### src/rtl/bus_pkg.sv
// Shared types and constants for the system-bus arbiter.
// The optional watchdog is compiled in with BUS_WATCHDOG_EN.
package bus_pkg;

    localparam int DEFAULT_NR_MASTERS     = 4;
    localparam int DEFAULT_TIMEOUT_CYCLES = 256;

    localparam int D_CACHE = 0;
    localparam int I_CACHE = 1;

    typedef enum logic [2:0] {
        IDLE        = 3'd0,
        GRANT       = 3'd1,
        WAIT_BEGIN  = 3'd2,
        BUSY        = 3'd3,
        TIMEOUT_ERR = 3'd4,
        TIMEOUT_END = 3'd5
    } busState_e;

endpackage

### src/rtl/bus_arbiter_rr_select.sv
// Combinational round-robin picker: first requester after lastGrant, wrapping
// modulo NR_MASTERS.
module rr_select #(
    parameter int NR_MASTERS = 4,
    parameter int IDX_W      = $clog2(NR_MASTERS)
) (
    input  logic [NR_MASTERS-1:0] requests,
    input  logic [IDX_W-1:0]      lastGrant,
    output logic [IDX_W-1:0]      index,
    output logic                  valid
);

    int cand;

    // Scan from the farthest offset down so the nearest requester wins last.
    always_comb begin
        index = '0;
        valid = 1'b0;
        cand  = 0;
        for (int off = NR_MASTERS; off >= 1; off--) begin
            cand = (int'(lastGrant) + off) % NR_MASTERS;
            if (requests[IDX_W'(cand)]) begin
                index = IDX_W'(cand);
                valid = 1'b1;
            end
        end
    end

endmodule

### src/rtl/bus_arbiter.sv
// Round-robin arbiter for the shared system bus with transaction tracking.
// Define BUS_WATCHDOG_EN to add the no-response watchdog (bus error + end).
module bus_arbiter
    import bus_pkg::*;
#(
    parameter int NR_MASTERS     = DEFAULT_NR_MASTERS,
    parameter int TIMEOUT_CYCLES = DEFAULT_TIMEOUT_CYCLES
) (
    input  logic                  clock,
    input  logic                  reset,
    input  logic [NR_MASTERS-1:0] busRequests,
    output logic [NR_MASTERS-1:0] busGrants,
    input  logic                  beginTransactionIn,
    input  logic                  endTransactionIn,
    input  logic                  dataValidIn,
    input  logic                  busyIn,
    output logic                  busErrorOut,
    output logic                  endTransactionOut,
    output logic                  busIdle,
    output busState_e             debugState
);

    localparam int IDX_W = $clog2(NR_MASTERS);

    // Handshake: a master holds its busRequests bit as a level until it sees
    // its busGrants bit pulse for one cycle; it must then raise
    // beginTransactionIn in the very next cycle or the grant is forfeited.

    busState_e        state, nextState;
    logic [IDX_W-1:0] selIdx, lastGrant, pickIdx;
    logic             pickValid;
    logic             wdExpired;

    rr_select #(.NR_MASTERS(NR_MASTERS), .IDX_W(IDX_W)) u_rr_select (
        .requests (busRequests),
        .lastGrant(lastGrant),
        .index    (pickIdx),
        .valid    (pickValid)
    );

    always_ff @(posedge clock) begin
        if (reset) begin
            state     <= IDLE;
            selIdx    <= '0;
            lastGrant <= IDX_W'(NR_MASTERS - 1);
        end else begin
            state <= nextState;
            if (state == IDLE && pickValid) selIdx <= pickIdx;
            if (state == GRANT) lastGrant <= selIdx;
        end
    end

`ifdef BUS_WATCHDOG_EN
    localparam int CNT_W = $clog2(TIMEOUT_CYCLES);
    logic [CNT_W-1:0] wdCount;

    // Cleared in WAIT_BEGIN so it reads zero on the first BUSY cycle.
    always_ff @(posedge clock) begin
        if (reset) begin
            wdCount <= '0;
        end else if (state == WAIT_BEGIN || dataValidIn || busyIn) begin
            wdCount <= '0;
        end else if (state == BUSY && wdCount != '1) begin
            wdCount <= wdCount + 1'b1;
        end
    end

    assign wdExpired = (wdCount == CNT_W'(TIMEOUT_CYCLES - 1));
`else
    localparam int unusedTimeout = TIMEOUT_CYCLES;
    logic unusedActivity;
    assign unusedActivity = dataValidIn | busyIn;
    assign wdExpired      = 1'b0;
`endif

    always_comb begin
        nextState         = state;
        busGrants         = '0;
        busErrorOut       = 1'b0;
        endTransactionOut = 1'b0;
        case (state)
            IDLE:       if (pickValid) nextState = GRANT;
            GRANT: begin
                busGrants = NR_MASTERS'(1) << selIdx;
                nextState = WAIT_BEGIN;
            end
            WAIT_BEGIN: nextState = beginTransactionIn ? BUSY : IDLE;
            BUSY: begin
                if (endTransactionIn)  nextState = IDLE;
                else if (wdExpired)    nextState = TIMEOUT_ERR;
            end
`ifdef BUS_WATCHDOG_EN
            TIMEOUT_ERR: begin
                busErrorOut = 1'b1;
                nextState   = TIMEOUT_END;
            end
            TIMEOUT_END: begin
                endTransactionOut = 1'b1;
                nextState         = IDLE;
            end
`endif
            default:    nextState = IDLE;
        endcase
    end

    assign busIdle    = (state == IDLE);
    assign debugState = state;

endmodule

### config.mk
export PLATFORM = sky130hd
export DESIGN_NAME = bus_arbiter
export DESIGN_NICKNAME = d
export VERILOG_FILES = /design/src/rtl/bus_pkg.sv /design/src/rtl/bus_arbiter_rr_select.sv /design/src/rtl/bus_arbiter.sv
export SDC_FILE = /design/constraint.sdc
export NUM_CORES = 1
export LEC_CHECK = 0
export CORE_AREA = 4 4 41 43
export DETAILED_ROUTE_END_ITERATION = 8
export DIE_AREA = 0 0 45 47
export SYNTH_ARGS = -nofsm -noshare
export SYNTH_HDL_FRONTEND = slang
export SYNTH_SLANG_ARGS = --single-unit
### constraint.sdc
create_clock -name clock -period 3 [get_ports clock]
set_input_delay 0.6 -clock clock [delete_from_list [all_inputs] [get_ports clock]]
set_output_delay 0.6 -clock clock [all_outputs]
set_load 0.05 [all_outputs]
* Yosys cells after proc, flatten, opt, wreduce, memory -nomap -nowiden
Cells that the tools add are included. Widths: inputs -> output; s select.
Operators by class: equal/unequal tests 5, mux-type cells 25, reductions and logical operators 3, $lt $le $gt $ge 4, shifts and indexed selects 1, add/subtract/negate cells 4
Operator list (count):
- $lt 2x4->1 const B | 4
- $mux 1 | 12
- $pmux 3 s4 | 1
- $mux 2 | 5
- $bmux 1 s2 | 4
- $eq 3x2->1 const B | 2
- $mux 3 | 2
- $add 2x1->2 const B | 2
- $add 2x2->2 const B | 2
- $mux 4 | 1
- $shl 1x2->4 const A | 1
- $eq 3x1->1 const B | 1
- $logic_not 3->1 | 1
- $ne 2x1->1 const B | 1
- $ne 2x2->1 const B | 1
- $reduce_and 2->1 | 1
- $logic_and 1x1->1 | 1
Storage, ports and cells: input port bits 10, output and inout bits 10, flip-flop bits (word level) 7, word-level logic and storage cells 45

* Logic depth before layout (Yosys ltp)
depth after elaboration 10, mapped depth 3, gate-level depth less buffers 3

* By module
A second synthesis with hierarchy kept.
Second synthesis, totals: cells, all modules 50, area total of the unflattened synthesis 394.1 um^2
Modules (own cells, without submodules):
- bus_arbiter | seq. area each 120.1 um^2, area an instance 302.8 um^2, instances 1, cells each 36
- rr_select | seq. area each 0.0 um^2, area an instance 91.3 um^2, instances 1, cells each 14

* Worst setup path before layout
Ideal clock, no wire load.
path type flip-flop to output port, from register state[0] (netlist: debugState[0]), to output busGrants[2], required time 2.400 ns, arrival 2.107 ns, stages on the path, launching flop included 3, buffers on the path 0, path slack 0.293 ns, cells stage by stage dfxtp_1 -> nand2b_1 -> nor3b_1
On the way: word-level cells in the longest chain between the ends 2
RTL lines:
- start, declared | RTL line bus_arbiter.sv:29 | busState_e state, nextState;
- start signal, assigned | RTL line bus_arbiter.sv:47 | state <= nextState;
- $eq 3x1->1 | RTL line bus_arbiter.sv:81 | case (state)
- $mux 4 | RTL line bus_arbiter.sv:81
- end, declared | RTL line bus_arbiter.sv:12 | output logic [NR_MASTERS-1:0] busGrants,
No other way between the ends.

* Final worst setup path
from register state[0] (netlist: debugState[0]), to output busGrants[1]
Same word-level chain as after synthesis.

==> impl_metrics.csv <==
group,metric,value,unit
final_layout,layout_common_cells,"14 x clkdlybuf4s50_1, 8 x nand2_1, 6 x dfxtp_1",
routing,vias,398,
global_routing,grt.overflow.total,0,
power,p_leak,0.2274,nW
min_path,hold_path.class,"flip-flop to flip-flop",
critical_path,crit_start,"debugState[0]",
floorplanning,die_width,45,um
floorplanning,rows,13,
logic_synthesis,synthCells,49,
routing,drc,0,
power,powerDensity,532.3,nW/um^2
routing,wl,933,um
critical_path,crit_path_end_kind,"output pin",
routing,postRouteAntennaNets,0,
timing,period_needed,2.512,ns
timing,fmax,398.1,MHz
global_routing,grt_usage,10.37,%
logic_synthesis,yosysWarnings,0,
clock_tree,cts_buffer_depth,2,
logic_synthesis,synth_area,397.9,sq um
final_layout,nNetsFinal,77,
timing,hold_violations,0,
timing,finalHoldWorstSlack,0.5153,ns
routing,viasPerCell,4.975,
floorplanning,die_y,47,um
clock_tree,cts_buffers,3,
critical_path,critPathArrivalTime,1.91,ns
final_layout,diodes,0,
place,hpwlAfterDp,701.6,um
clock_tree,cts_hold_buf,0,
logic_synthesis,post_synth.cell_area_avg,8.120,sq um
place,placed_cell_area,541.8,sq um
final_layout,drive_above_1_share,10.77,%
place,port_buffers,14,
final_layout,design_area,564.3,sq um
place,dp_slack,0.7205,ns
final_layout,final_common_cell,"clkdlybuf4s50_1",
clock_tree,clock_latency,0.24,ns
clock_tree,h-tree-depth,1,
final_layout,finish.utilization,43.37,%
timing,relSlewSlack,66.43,%
clock_tree,cts_root_buf,"clkbuf_4",
timing,finalWorstSetupSlack,0.4879,ns
min_path,holdCritStartpoint,"lastGrant[0]",
min_path,worstHoldEndpoint,"lastGrant[0]",
floorplanning,die_area,2115,sq um
timing,setup_viol,0,
status,status,"complete, no violations",
critical_path,critPathKind,"flip-flop to output pin",
timing,rsz0062_at_grt,"false",
logic_synthesis,ys_seq_area_share,30.19,%
floorplanning,start_util,30.58,%
critical_path,worst_r2r_path_depth,3,
critical_path,setup.worst_path.start_class,"flip-flop",
timing,tightest_slew,0.5019,ns
flow_run,max_cap_violations,0,
routing,wl_per_cell,11.66,um
critical_path,crit_fanout,9,
global_routing,grt_pass1_vias,340,
logic_synthesis,synth.distinct_cells,24,
floorplanning,core_area,1301,sq um
place,place.gp.congestion,0.7761,
global_routing,grt_first_pass_wirelength,1476,um
power,vdd_ir_drop_max,0.2603,mV
timing,fin_setup_tns,0,ns
min_path,min_path_cells,2,
critical_path,r2r_slack,1.85,ns
timing,period_share,83.74,%
clock_tree,clkSinkCount,6,
clock_tree,cts_setup_buffers,0,
critical_path,r2r-start,"lastGrant[1]",
floorplanning,num_io_pins,20,
clock_tree,clk_pin_slew,0.05,ns
final_layout,area_delta_synth_final,41.82,%
global_routing,antenna_found_initial,0,
routing,first_iter_violations,7,
clock_tree,cts_tree,"yes",
routing,firstDrtPassIters,4,
critical_path,crit_required,2.40,ns
global_routing,grt_max_degree,10,
timing,final_max_slew_viol_count,0,
logic_synthesis,ys_ff_latch,6,
clock_tree,cts-resized-gates,0,
critical_path,rr_endpoint,"selIdx[1]",
timing,clock_skew,0.0009861,ns
-- logic make-up (layout without fill, tap and decap cells) --
kind of cell	Yosys count	after routing	synth area share [%]
and+or+nand+nor	26	26	37.11
AOI/OAI and AO/OA	11	11	22.64
DFF	6	6	30.19
buffers and inverters	4	18	6.602
other	1	3	0.9425
muxes	1	1	2.516
-- metrics by stage --
| stage | cells | power [mW] |
|---|---|---|
| 2_1_floorplan | 51 | 0.1913 |
| 3_3_place_gp | 77 | 0.2279 |
| 3_5_place_dp | 77 | 0.2281 |
| 4_1_cts | 80 | 0.3066 |
| 5_1_grt | 80 | 0.3227 |
| 6_report | 80 | 0.3004 |
-- state kept, by name, indices dropped and copies added (netlist names) --
| signal | cells |
|---|---|
| debugState | 2 |
| lastGrant | 2 |
| selIdx | 2 |
-- worst max-delay path, cell delays in order (launching register included) --
cell,delay (ns)
dfxtp_1,0.45
nor2b_1,0.23
nand2_1,0.09
nor2_1,0.09
clkdlybuf4s50_1,0.80
-- worst max path at each step --
stage / to / slack (ns) / cells after the start
global route: busGrants[1] / 0.32 / 4
CTS: busGrants[1] / 0.46 / 4
finish: busGrants[1] / 0.49 / 4
detailed placement: busGrants[1] / 0.72 / 4
global placement: busGrants[1] / 0.73 / 4
floorplan: busGrants[2] / 0.29 / 2
-- routing by layer --
| metal | vias to the layer above | wire [um] | part of all wire, % | track usage (%) |
|---|---|---|---|---|
| li1 | 204 | - | - | - |
| met1 | 177 | 419 | 45 | 12.36 |
| met2 | 15 | 393 | 42 | 13.56 |
| met3 | 2 | 102 | 11 | 5.364 |
| met4 | 0 | 18 | 1.9 | 8.772 |
| met5 | - | 0 | 0 | 0 |
-- cell type report --
| class | count | area [sq um] |
|---|---|---|
| inverters | 1 | 3.754 |
| multi-input cells | 41 | 259.0 |
| flip-flops and latches | 6 | 120.1 |
| clock buffers | 3 | 22.52 |
| fillers | 157 | 737.0 |
| well taps | 15 | 18.77 |
| repair buffers | 14 | 140.1 |
-- Yosys cell counts (all sizes together) --
| cell type | number | share of area [%] |
|---|---|---|
| a21boi | 1 | 1.9 |
| a21oi | 4 | 5.0 |
| a311oi | 1 | 3.8 |
| and2 | 1 | 2.2 |
| and3 | 1 | 1.6 |
| and3b | 1 | 2.2 |
| buf | 3 | 5.7 |
| conb | 1 | 0.94 |
| dfxtp | 6 | 30 |
| inv | 1 | 0.94 |
| mux2i | 1 | 2.5 |
| nand2 | 8 | 7.5 |
| nand2b | 4 | 6.3 |
| nand3b | 2 | 3.8 |
| nor2 | 3 | 2.8 |
| nor2b | 2 | 3.1 |
| nor3 | 1 | 1.3 |
| nor3b | 1 | 1.9 |
| o211ai | 1 | 1.9 |
| o221a | 1 | 2.8 |
| o32a | 2 | 5.0 |
| o32ai | 1 | 2.2 |
| or3 | 1 | 1.6 |
| or4 | 1 | 2.8 |
-- where the power goes --
| part | internal, mW | leakage [nW] | switching [mW] | total, mW |
|---|---|---|---|---|
| combinational | 0.0492 | 0.164 | 0.0703 | 0.120 |
| clock | 0.0453 | 0.0138 | 0.0293 | 0.0746 |
| sequential | 0.0907 | 0.0497 | 0.0156 | 0.106 |
| total | 0.185 | 0.227 | 0.115 | 0.300 |
Note: power is estimated with default switching activity, not from simulation.
